$ cat src/rtl/iommu_pdtw.sv
// rtl/iommu_pdtw.sv - process-directory-table walker: resolves (device_id, process_id) to a process context
// Walks PD20/PD17/PD8 non-leaf levels, then reads the {ta, fsc} leaf pair and writes it to the PDTC.
package iommu_pkg;
   typedef struct packed {
      logic [63:0] ta;
      logic [63:0] fsc;
   } pc_t;
endpackage

module iommu_pdtw #(
   parameter int unsigned DEVICE_ID_WIDTH  = 24,
   parameter int unsigned PROCESS_ID_WIDTH = 20,
   parameter int unsigned PLEN             = 56
) (
   input  logic                        clk_i,
   input  logic                        rst_ni,
   input  logic                        req_valid_i,
   output logic                        req_ready_o,
   input  logic [DEVICE_ID_WIDTH-1:0]  req_did_i,
   input  logic [PROCESS_ID_WIDTH-1:0] req_pid_i,
   input  logic [3:0]                  req_pdtp_mode_i,
   input  logic [43:0]                 req_pdtp_ppn_i,
   input  logic                        flush_i,
   output logic                        mem_req_o,
   input  logic                        mem_gnt_i,
   output logic [PLEN-1:0]             mem_addr_o,
   input  logic                        mem_rvalid_i,
   input  logic [63:0]                 mem_rdata_i,
   input  logic                        mem_err_i,
   output logic                        update_o,
   output logic [DEVICE_ID_WIDTH-1:0]  up_did_o,
   output logic [PROCESS_ID_WIDTH-1:0] up_pid_o,
   output iommu_pkg::pc_t              up_content_o,
   output logic                        done_o,
   output logic                        error_o,
   output logic [11:0]                 cause_o,
   output logic                        busy_o
);

   localparam logic [11:0] CAUSE_ACCESS  = 12'd265;
   localparam logic [11:0] CAUSE_INVALID = 12'd266;
   localparam logic [11:0] CAUSE_MISCONF = 12'd267;

   typedef enum logic [2:0] {
      IDLE, NL_REQ, NL_WAIT, TA_REQ, TA_WAIT, FSC_REQ, FSC_WAIT, DONE
   } state_e;

   state_e                      state_q, state_d;
   logic [DEVICE_ID_WIDTH-1:0]  did_q;
   logic [PROCESS_ID_WIDTH-1:0] pid_q;
   logic [43:0]                 ppn_q;
   logic [1:0]                  lvl_q;
   logic [63:0]                 ta_q, fsc_q;
   logic                        err_q, discard_q;
   logic [11:0]                 cause_q;

   logic                        mode_ok, pid_ok;
   logic [4:0]                  pid_w;
   logic [1:0]                  lvl_init;
   logic                        accept, fault, ld_nl, ld_ta, ld_fsc;
   logic [11:0]                 fault_cause;
   logic [19:0]                 pid20;
   logic [8:0]                  pdi;
   logic [PLEN-1:0]             base, nl_addr, ta_addr, fsc_addr;

   // lvl_init counts non-leaf levels still to walk; PD8 goes straight to the leaf
   always_comb begin
      mode_ok  = 1'b1;
      pid_w    = 5'd20;
      lvl_init = 2'd2;
      unique case (req_pdtp_mode_i)
         4'd1:    begin pid_w = 5'd8;  lvl_init = 2'd0; end
         4'd2:    begin pid_w = 5'd17; lvl_init = 2'd1; end
         4'd3:    begin pid_w = 5'd20; lvl_init = 2'd2; end
         default: mode_ok = 1'b0;
      endcase
      pid_ok = ((req_pid_i >> pid_w) == '0);
   end

   always_comb begin
      pid20 = 20'(pid_q);
      unique case (lvl_q)
         2'd2:    pdi = {6'b0, pid20[19:17]};
         2'd1:    pdi = pid20[16:8];
         default: pdi = {1'b0, pid20[7:0]};
      endcase
      base     = PLEN'({ppn_q, 12'h000});
      nl_addr  = base + PLEN'({pdi, 3'b000});
      ta_addr  = base + PLEN'({pid20[7:0], 4'h0});
      fsc_addr = ta_addr + PLEN'(8);
   end

   always_comb begin
      state_d     = state_q;
      accept      = 1'b0;
      fault       = 1'b0;
      fault_cause = cause_q;
      ld_nl       = 1'b0;
      ld_ta       = 1'b0;
      ld_fsc      = 1'b0;
      unique case (state_q)
         IDLE: if (req_valid_i) begin
            accept = 1'b1;
            if (!mode_ok || !pid_ok) begin
               fault       = 1'b1;
               fault_cause = CAUSE_INVALID;
               state_d     = DONE;
            end else begin
               state_d = (lvl_init == 2'd0) ? TA_REQ : NL_REQ;
            end
         end
         NL_REQ:  if (mem_gnt_i) state_d = NL_WAIT;
         NL_WAIT: if (mem_rvalid_i) begin
            state_d = DONE;
            fault   = 1'b1;
            if (mem_err_i)                  fault_cause = CAUSE_ACCESS;
            else if (!mem_rdata_i[0])       fault_cause = CAUSE_INVALID;
            else if (mem_rdata_i[9:1] != '0 || mem_rdata_i[63:54] != '0)
                                            fault_cause = CAUSE_MISCONF;
            else begin
               fault   = 1'b0;
               ld_nl   = 1'b1;
               state_d = (lvl_q == 2'd1) ? TA_REQ : NL_REQ;
            end
         end
         TA_REQ:  if (mem_gnt_i) state_d = TA_WAIT;
         TA_WAIT: if (mem_rvalid_i) begin
            state_d = DONE;
            fault   = 1'b1;
            if (mem_err_i)            fault_cause = CAUSE_ACCESS;
            else if (!mem_rdata_i[0]) fault_cause = CAUSE_INVALID;
            else begin
               fault   = 1'b0;
               ld_ta   = 1'b1;
               state_d = FSC_REQ;
            end
         end
         FSC_REQ:  if (mem_gnt_i) state_d = FSC_WAIT;
         FSC_WAIT: if (mem_rvalid_i) begin
            state_d = DONE;
            if (mem_err_i) begin
               fault       = 1'b1;
               fault_cause = CAUSE_ACCESS;
            end else begin
               ld_fsc = 1'b1;
            end
         end
         DONE:    state_d = IDLE;
         default: state_d = IDLE;
      endcase
   end

   always_ff @(posedge clk_i or negedge rst_ni) begin
      if (!rst_ni) begin
         state_q   <= IDLE;
         did_q     <= '0;
         pid_q     <= '0;
         ppn_q     <= '0;
         lvl_q     <= '0;
         ta_q      <= '0;
         fsc_q     <= '0;
         err_q     <= 1'b0;
         discard_q <= 1'b0;
         cause_q   <= '0;
      end else begin
         state_q <= state_d;
         if (accept) begin
            did_q <= req_did_i;
            pid_q <= req_pid_i;
            ppn_q <= req_pdtp_ppn_i;
            lvl_q <= lvl_init;
            err_q <= 1'b0;
         end
         if (fault) begin
            err_q   <= 1'b1;
            cause_q <= fault_cause;
         end
         if (ld_nl) begin
            ppn_q <= mem_rdata_i[53:10];
            lvl_q <= lvl_q - 2'd1;
         end
         if (ld_ta)  ta_q  <= mem_rdata_i;
         if (ld_fsc) fsc_q <= mem_rdata_i;
         // an invalidation racing the walk makes its result stale, so it is never cached
         if (state_q == IDLE)  discard_q <= 1'b0;
         else if (flush_i)     discard_q <= 1'b1;
      end
   end

   always_comb begin
      unique case (state_q)
         NL_REQ:  mem_addr_o = nl_addr;
         TA_REQ:  mem_addr_o = ta_addr;
         FSC_REQ: mem_addr_o = fsc_addr;
         default: mem_addr_o = '0;
      endcase
   end

   assign req_ready_o      = (state_q == IDLE);
   assign busy_o           = (state_q != IDLE);
   assign mem_req_o        = (state_q == NL_REQ) || (state_q == TA_REQ) || (state_q == FSC_REQ);
   assign done_o           = (state_q == DONE);
   assign error_o          = done_o && err_q;
   assign update_o         = done_o && !err_q && !discard_q;
   assign cause_o          = cause_q;
   assign up_did_o         = did_q;
   assign up_pid_o         = pid_q;
   assign up_content_o.ta  = ta_q;
   assign up_content_o.fsc = fsc_q;

endmodule
$ cat config.mk
export PLATFORM = sky130hd
export DESIGN_NAME = iommu_pdtw
export DESIGN_NICKNAME = d
export VERILOG_FILES = /design/src/rtl/iommu_pdtw.sv
export SDC_FILE = /design/constraint.sdc
export NUM_CORES = 1
export LEC_CHECK = 0
export ABC_CLOCK_PERIOD_IN_PS = 5000
export BUFFER_PORTS_ARGS = -buffer_cell sky130_fd_sc_hd__clkbuf_2
export CORE_AREA = 5 5 157 159
export CTS_BUF_LIST = sky130_fd_sc_hd__clkbuf_16
export DETAILED_ROUTE_END_ITERATION = 12
export DIE_AREA = 0 0 162 164
export HOLD_SLACK_MARGIN = 0.03
export PLACE_DENSITY = 0.81
export SYNTH_ARGS = -nofsm -noshare
export SYNTH_HDL_FRONTEND = slang
export SYNTH_SLANG_ARGS = --single-unit
$ cat constraint.sdc
create_clock -name clk_i -period 5 [get_ports clk_i]
set_input_delay 0.5 -clock clk_i [delete_from_list [all_inputs] [get_ports clk_i]]
set_output_delay 0.5 -clock clk_i [all_outputs]
set_load 0.05 [all_outputs]
==> results of run 1 <==
[metrics by stage]
step,power [mW],std cells,setup WS [ns]
6_report,10.6,1504,1.69
5_1_grt,11.1,1504,1.46
4_1_cts,10.7,1504,1.63
3_5_place_dp,8.83,1459,1.83
3_3_place_gp,8.71,1459,1.96
2_1_floorplan,7.42,834,1.72
[cell type report]
type | instances | area (sq um) | area share
Inverter | 7 | 26.3 | 0.00206
Sequential cell | 226 | 5660 | 0.444
Multi-Input combinational cell | 532 | 3810 | 0.300
Clock inverter | 20 | 179 | 0.0141
Tap cell | 290 | 363 | 0.0285
Timing Repair Buffer | 404 | 2060 | 0.162
Clock buffer | 25 | 626 | 0.0492
[sequential cells by signal (all words and copies together) (netlist names)]
register and cells:
fsc_q 64, ta_q 64, ppn_q 44, up_did_o 24, up_pid_o 20, cause_o 3, state_q 3, lvl_q 2
discard_q 1, err_q 1
[kinds of logic (layout without fill, tap and decap cells)]
logic type | after synthesis | in the layout | synth area share
xor+xnor | 1 | 1 | 0.000894
simple gates | 257 | 257 | 0.126
other cells | 1 | 11 | 0.000383
flops | 226 | 226 | 0.577
fa+ha+maj | 2 | 2 | 0.00255
mux | 129 | 129 | 0.148
compound gates | 132 | 132 | 0.103
buf+inv | 76 | 456 | 0.0416
[worst max-delay path by stage]
stage,endpoint,from
after global routing,mem_addr_o[13],state_q[0]
after CTS,mem_addr_o[13],state_q[0]
after floorplan,update_o,state_q[2]
after detailed placement,ppn_q[5],mem_rdata_i[2]
final,mem_addr_o[13],state_q[0]
after global placement,ppn_q[6],mem_rdata_i[2]
[metal layers]
metal,global-route usage,up-vias,share of wire
met4,0.0880,0,0.043
li1,-,3595,-
met5,0,-,0
met1,0.270,3934,0.40
met3,0.0472,88,0.071
met2,0.354,347,0.49
[power by group]
group / switching [mW] / internal, mW / total, mW
Combinational: 4.14 / 1.40 / 5.54
Sequential: 0.582 / 2.68 / 3.26
Clock: 0.752 / 1.06 / 1.82
[layout by cell type (no fill, tap or decap), drive strengths merged, types with 3 or more instances in the layout]
cell type / netlist / layout
a21o: 44 / 44
a21oi: 12 / 12
a221oi: 9 / 9
a22o: 45 / 45
and2: 50 / 50
and3: 3 / 3
buf: 50 / 8
bufinv: 0 / 3
clkbuf: 19 / 421
clkinv: 0 / 12
conb: 1 / 11
dfrtp: 226 / 226
inv: 7 / 10
mux2: 128 / 128
nand2: 147 / 147
nor2: 18 / 18
nor2b: 6 / 6
nor3: 10 / 10
nor4: 9 / 9
o21ai: 8 / 8
==> results by group, run 1 <==
Global route
  – Largest net degree at the start of global routing: 129
  – Initial antenna violation count: 0
  – GRT Residual Overflow: 0
  – Gr usage total: 0.212
  – First-pass GRT wire length: 45.2 mm
  – Vias in the first global route: 8164

Timing
  – Tmin final: 3.31 ns
  – Final Skew: 0.00843 ns
  – Headroom to the max-slew limit: 0.298
  – Final Slew Violations: 0
  – RSZ-0062 raised after global routing: false
  – Worst-margin pin slew: 1.05 ns
  – Hold slack final: 0.0261 ns
  – Period utilization: 0.663
  – Final setup TNS: 0 ns
  – Endpoints failing hold: 0
  – Fmax achieved: 302 MHz
  – Final setup fails: 0

Worst setup path
  – Crit path max-delay family: compound AO/OA/AOI/OAI gates
  – Setup CP Type: flip-flop to output port
  – Worst setup SP type: flip-flop
  – CP peak stage delay: 0.89 ns
  – Reg2reg start: state_q[2]
  – CP Depth: 3
  – FF-to-FF path depth: 6
  – CP Capture Type: output port
  – WP data required: 4.50 ns
  – Crit path cell chain: a21boi_4, and2_1, clkbuf_2
  – Crit path buf inv count: 1
  – Reg2reg setup slack: 2.18 ns
  – Worst flop-to-flop path endpoint: ppn_q[15]
  – Worst EP arrival: 2.81 ns
  – Crit Path Max Fanout: 45
  – Critical path's slowest cell: a21boi_4

Synth
  – Share of flip-flops with an asynchronous set or reset: 1.00
  – Top cell type's share of synthesized area: 0.577
  – Synth area leaders: dfrtp_1, mux2_2, nand2_1, a22o_1, a21o_1
  – Number of flops mapped to enable cells by yosys: 0
  – Most common cell in the netlist: dfrtp_1
  – Post-Syn Area: 9800 sq um
  – Count of different cell masters after synthesis: 53
  – Top post-synthesis cells by count: dfrtp_1, nand2_1, mux2_2
  – Seq/Total Area, Yosys: 0.577
  – Yosys warnings: 0
  – Mean Syn Cell Area: 11.9 sq um
  – Most used DFF post-synth: dfrtp_1
  – Yosys reg bits: 226
  – Cells after Synth: 824
  – Area leader, netlist: dfrtp_1

Clock network
  – Clk pin slew, worst setup/hold paths: 0.06 ns
  – Maximum root-to-sink buffer count: 3
  – H-tree depth: 1
  – TritonCTS Buffers: 25
  – Post-CTS setup buffers: 0
  – Clk Latency, worst-skew pair: 0.52 ns
  – Clk sinks: 226
  – Hold-fix buffers at CTS: 0
  – CTS tree: yes
  – Root Buffer Master: clkbuf_16
  – Post-CTS Resized: 0

Min path
  – Hold crit path type: input pin to async pin

Final layout
  – Fill count: 1961
  – Share of post-route cells with drive strength above 1: 0.474
  – Post-route cell area: 12700 sq um
  – Ant diodes: 0
  – Fin util: 0.550
  – P&R area growth vs syn: 29.8%
  – Final net count: 1361

Place
  – Routability cong.: 0.920
  – Number of I/O port buffers: 397
  – Post-DP Area: 11900 sq um
  – Post-DP HPWL: 21.5 mm

Floorplanning
  – DIE HEIGHT: 164 um
  – Die area: 26600 sq um
  – Ports: 409
  – Die Width: 162 um
  – Initial Utilization: 0.424
  – Core Area: 23100 sq um
  – Number of cell rows: 56

Power
  – Pleak: 6.84 nW
  – VDD IR max: 0.542 mV
  – PwrDens: 834 nW/um^2

Drt
  – Via density: 5.30
  – DRT Pass-1 Iters: 5
  – Initial DRC Count: 588
  – WL final: 29.6 mm
  – Routed Antenna Nets: 0
  – Vias after detailed routing: 7964
  – Avg WL per Cell: 19.7 um
  – DRC errors left: 0

Run status
  – Status: finished, final reports clean

Flow run
  – Max_cap viols: 0
Note: power is estimated with default switching activity, not from simulation.
==> run 2: changes to the inputs <==
- ABC_CLOCK_PERIOD_IN_PS: 5000 -> 3300
- CORE_AREA: 5 5 157 159 -> not set
- CORE_ASPECT_RATIO: not set -> 0.7
- CORE_MARGIN: not set -> 5
- CORE_UTILIZATION: not set -> 48
- DIE_AREA: 0 0 162 164 -> not set
- PLACE_DENSITY: 0.81 -> 0.89
- clock period: 5 -> 3.3 ns (I/O delays scaled with it)
==> run 2 against run 1 <==
Combinational power up 54%; first-iteration DRC count down 23%; clock power up 36%; via count up 3.5%; cell count up 0.33%; clock skew down 0.00081 ns; highest routed layer unchanged; flip-flop and latch count unchanged; global-route usage up 4.2 points; design area up 1.8%; register-to-register slack worse by 1.4 ns; routed wire length up 4.8%.
==> results by group, run 2 (synthesis results as in run 1) <==
Worst setup path
  – Setup CP Type: flip-flop to output port (unchanged)
  – Worst setup SP type: flip-flop (unchanged)
  – WP data required: 2.97 ns (was 4.50 ns)
  – Worst EP arrival: 2.65 ns (was 2.81 ns)
  – Crit path cell chain: inv_2, nor2_1, nand2_1, o21ai_0, and2_1, clkbuf_2 (was a21boi_4, and2_1, clkbuf_2)
  – Critical path's slowest cell: dfrtp_1 (was a21boi_4)
  – CP Capture Type: output port (unchanged)
  – Crit Path Max Fanout: 22 (was 45)
  – CP peak stage delay: 0.81 ns (was 0.89 ns)

Floorplanning
  – Die area: 23400 sq um (was 26600 sq um)
  – Ports: 409 (unchanged)
  – Die Width: 181 um (was 162 um)
  – Initial Utilization: 0.491 (was 0.424)
  – Number of cell rows: 43 (was 56)
  – Core Area: 20000 sq um (was 23100 sq um)
  – DIE HEIGHT: 130 um (was 164 um)

Final layout
  – Most common cell after layout, fill and taps aside: clkbuf_2 (unchanged)
  – P&R area growth vs syn: 32.1% (was 29.8%)
  – Share of post-route cells with drive strength above 1: 0.468 (was 0.474)
  – Final net count: 1391 (was 1361)
  – Post-route cell area: 13000 sq um (was 12700 sq um)
  – Most frequent cells in the layout: clkbuf_2, dfrtp_1, nand2_1, mux2_2, and2_1 (unchanged)
  – Registers with the most flip-flops: fsc_q x64, ta_q x64, ppn_q x44 (unchanged)
  – Ant diodes: 0 (unchanged)

Run status
  – Status: finished, final reports clean (unchanged)

Clock network
  – H-tree depth: 1 (unchanged)
  – CTS tree: yes (unchanged)
  – Post-CTS setup buffers: 0 (unchanged)
  – Maximum root-to-sink buffer count: 3 (unchanged)
  – Root Buffer Master: clkbuf_16 (unchanged)
  – Clk pin slew, worst setup/hold paths: 0.06 ns (about the same)
  – Hold-fix buffers at CTS: 27 (was 0)
  – Clk Latency, worst-skew pair: 0.50 ns (was 0.52 ns)
  – TritonCTS Buffers: 22 (was 25)
  – Post-CTS Resized: 0 (unchanged)
  – Clk sinks: 226 (unchanged)

Timing
  – RSZ-0062 raised after global routing: false (unchanged)
  – Endpoints failing hold: 0 (unchanged)
  – Final Slew Violations: 0 (unchanged)
  – Tmin final: 2.98 ns
  – Final Skew: 0.00762 ns (was 0.00843 ns)
  – Hold slack final: 0.0481 ns (was 0.0261 ns)
  – Final setup fails: 0 (unchanged)
  – Worst-margin pin slew: 0.873 ns (was 1.05 ns)
  – Fmax achieved: 335 MHz
  – Headroom to the max-slew limit: 0.418 (was 0.298)
  – Period utilization: 0.904
  – Final setup TNS: 0 ns (unchanged)

Min path
  – Hold crit path type: input pin to flip-flop (was input pin to async pin)

Global route
  – Gr usage total: 0.254 (was 0.212)
  – First-pass GRT wire length: 47.8 mm (was 45.2 mm)
  – Largest net degree at the start of global routing: 102 (was 129)
  – Initial antenna violation count: 0 (unchanged)
  – Vias in the first global route: 8533 (was 8164)
  – GRT Residual Overflow: 0 (unchanged)

Drt
  – Vias after detailed routing: 8243 (was 7964)
  – Routed Antenna Nets: 0 (unchanged)
  – Via density: 5.46 (was 5.30)
  – Initial DRC Count: 452 (was 588)
  – DRC errors left: 0 (unchanged)
  – DRT Pass-1 Iters: 5 (unchanged)
  – WL final: 31.0 mm (was 29.6 mm)
  – Avg WL per Cell: 20.5 um (was 19.7 um)

Place
  – Post-DP Area: 12000 sq um (was 11900 sq um)
  – Post-DP HPWL: 21.6 mm (was 21.5 mm)
  – Number of I/O port buffers: 397 (unchanged)
  – Routability cong.: 0.927 (was 0.920)

Flow run
  – Max_cap viols: 0 (unchanged)

Power
  – Total power: 16.0 mW (was 10.6 mW)
  – Pleak: 6.95 nW (was 6.84 nW)
  – VDD IR max: 0.857 mV (was 0.542 mV)
  – PwrDens: 1230 nW/um^2 (was 834 nW/um^2)
-- run 2: cell types whose count changed in the layout (fill, tap and decap cells not counted) --
cell,change
buf_12,+3
buf_4,+3
bufinv_16,-1
clkbuf_16,-2
clkinv_1,-6
clkinv_2,+3
dlygate4sd3_1,+27
inv_1,-1
inv_6,-1
-- run 2: path summary, 6_finish.rpt --
check                              from            end  slack [ns]  cells after the start
setup / recovery             state_q[1]  mem_addr_o[9]        0.32                      6
hold / removal             req_pid_i[9]    up_pid_o[9]        0.05                      3
setup reg to reg             state_q[1]       ta_q[57]        0.77                      5
hold reg to reg               ppn_q[31]      ppn_q[31]        0.47                      1
max in group asynchronous        rst_ni      fsc_q[26]        1.92                      3
min in group asynchronous        rst_ni       fsc_q[9]        0.44                      2
-- run 2: report_power, final --
part / total, mW / internal (mW) / leakage, nW / switching (mW)
clock: 2.48 / 1.42 / 0.348 / 1.06
sequential: 4.96 / 4.06 / 2.79 / 0.904
combinational: 8.54 / 2.16 / 3.81 / 6.38
-- run 2: per-layer routing --
metal  track usage  share of wire  routed length, um
met1         0.311           0.38              11700
met2         0.443           0.50              15400
met3        0.0682          0.086               2660
met4        0.0849          0.039               1220
met5             0              0                  0
-- run 2: metrics by stage --
step,worst slack [ns],std cells,util
2_1_floorplan,0.189,834,-
6_report,0.317,1509,0.649
4_1_cts,0.358,1509,0.649
3_3_place_gp,0.875,1445,0.600
3_5_place_dp,0.820,1445,0.600
5_1_grt,0.175,1509,0.649
-- run 2: cell type report --
type,instances,area (sq um)
clock inverter,14,129
multi-input combinational,532,3810
fill,1478,7010
timing repair buffer,437,2410
sequential,226,5660
tap,270,338
inverter,7,26.3
clock buffer,23,576
-- run 2: worst max-delay path, delay by kind of cell, from the launching register on --
kind / cells / cell delay [ns]
AOI/OAI and AO/OA: 1 / 0.09
buffers and inverters: 2 / 0.52
DFF: 1 / 0.81
and+or+nand+nor: 3 / 0.72
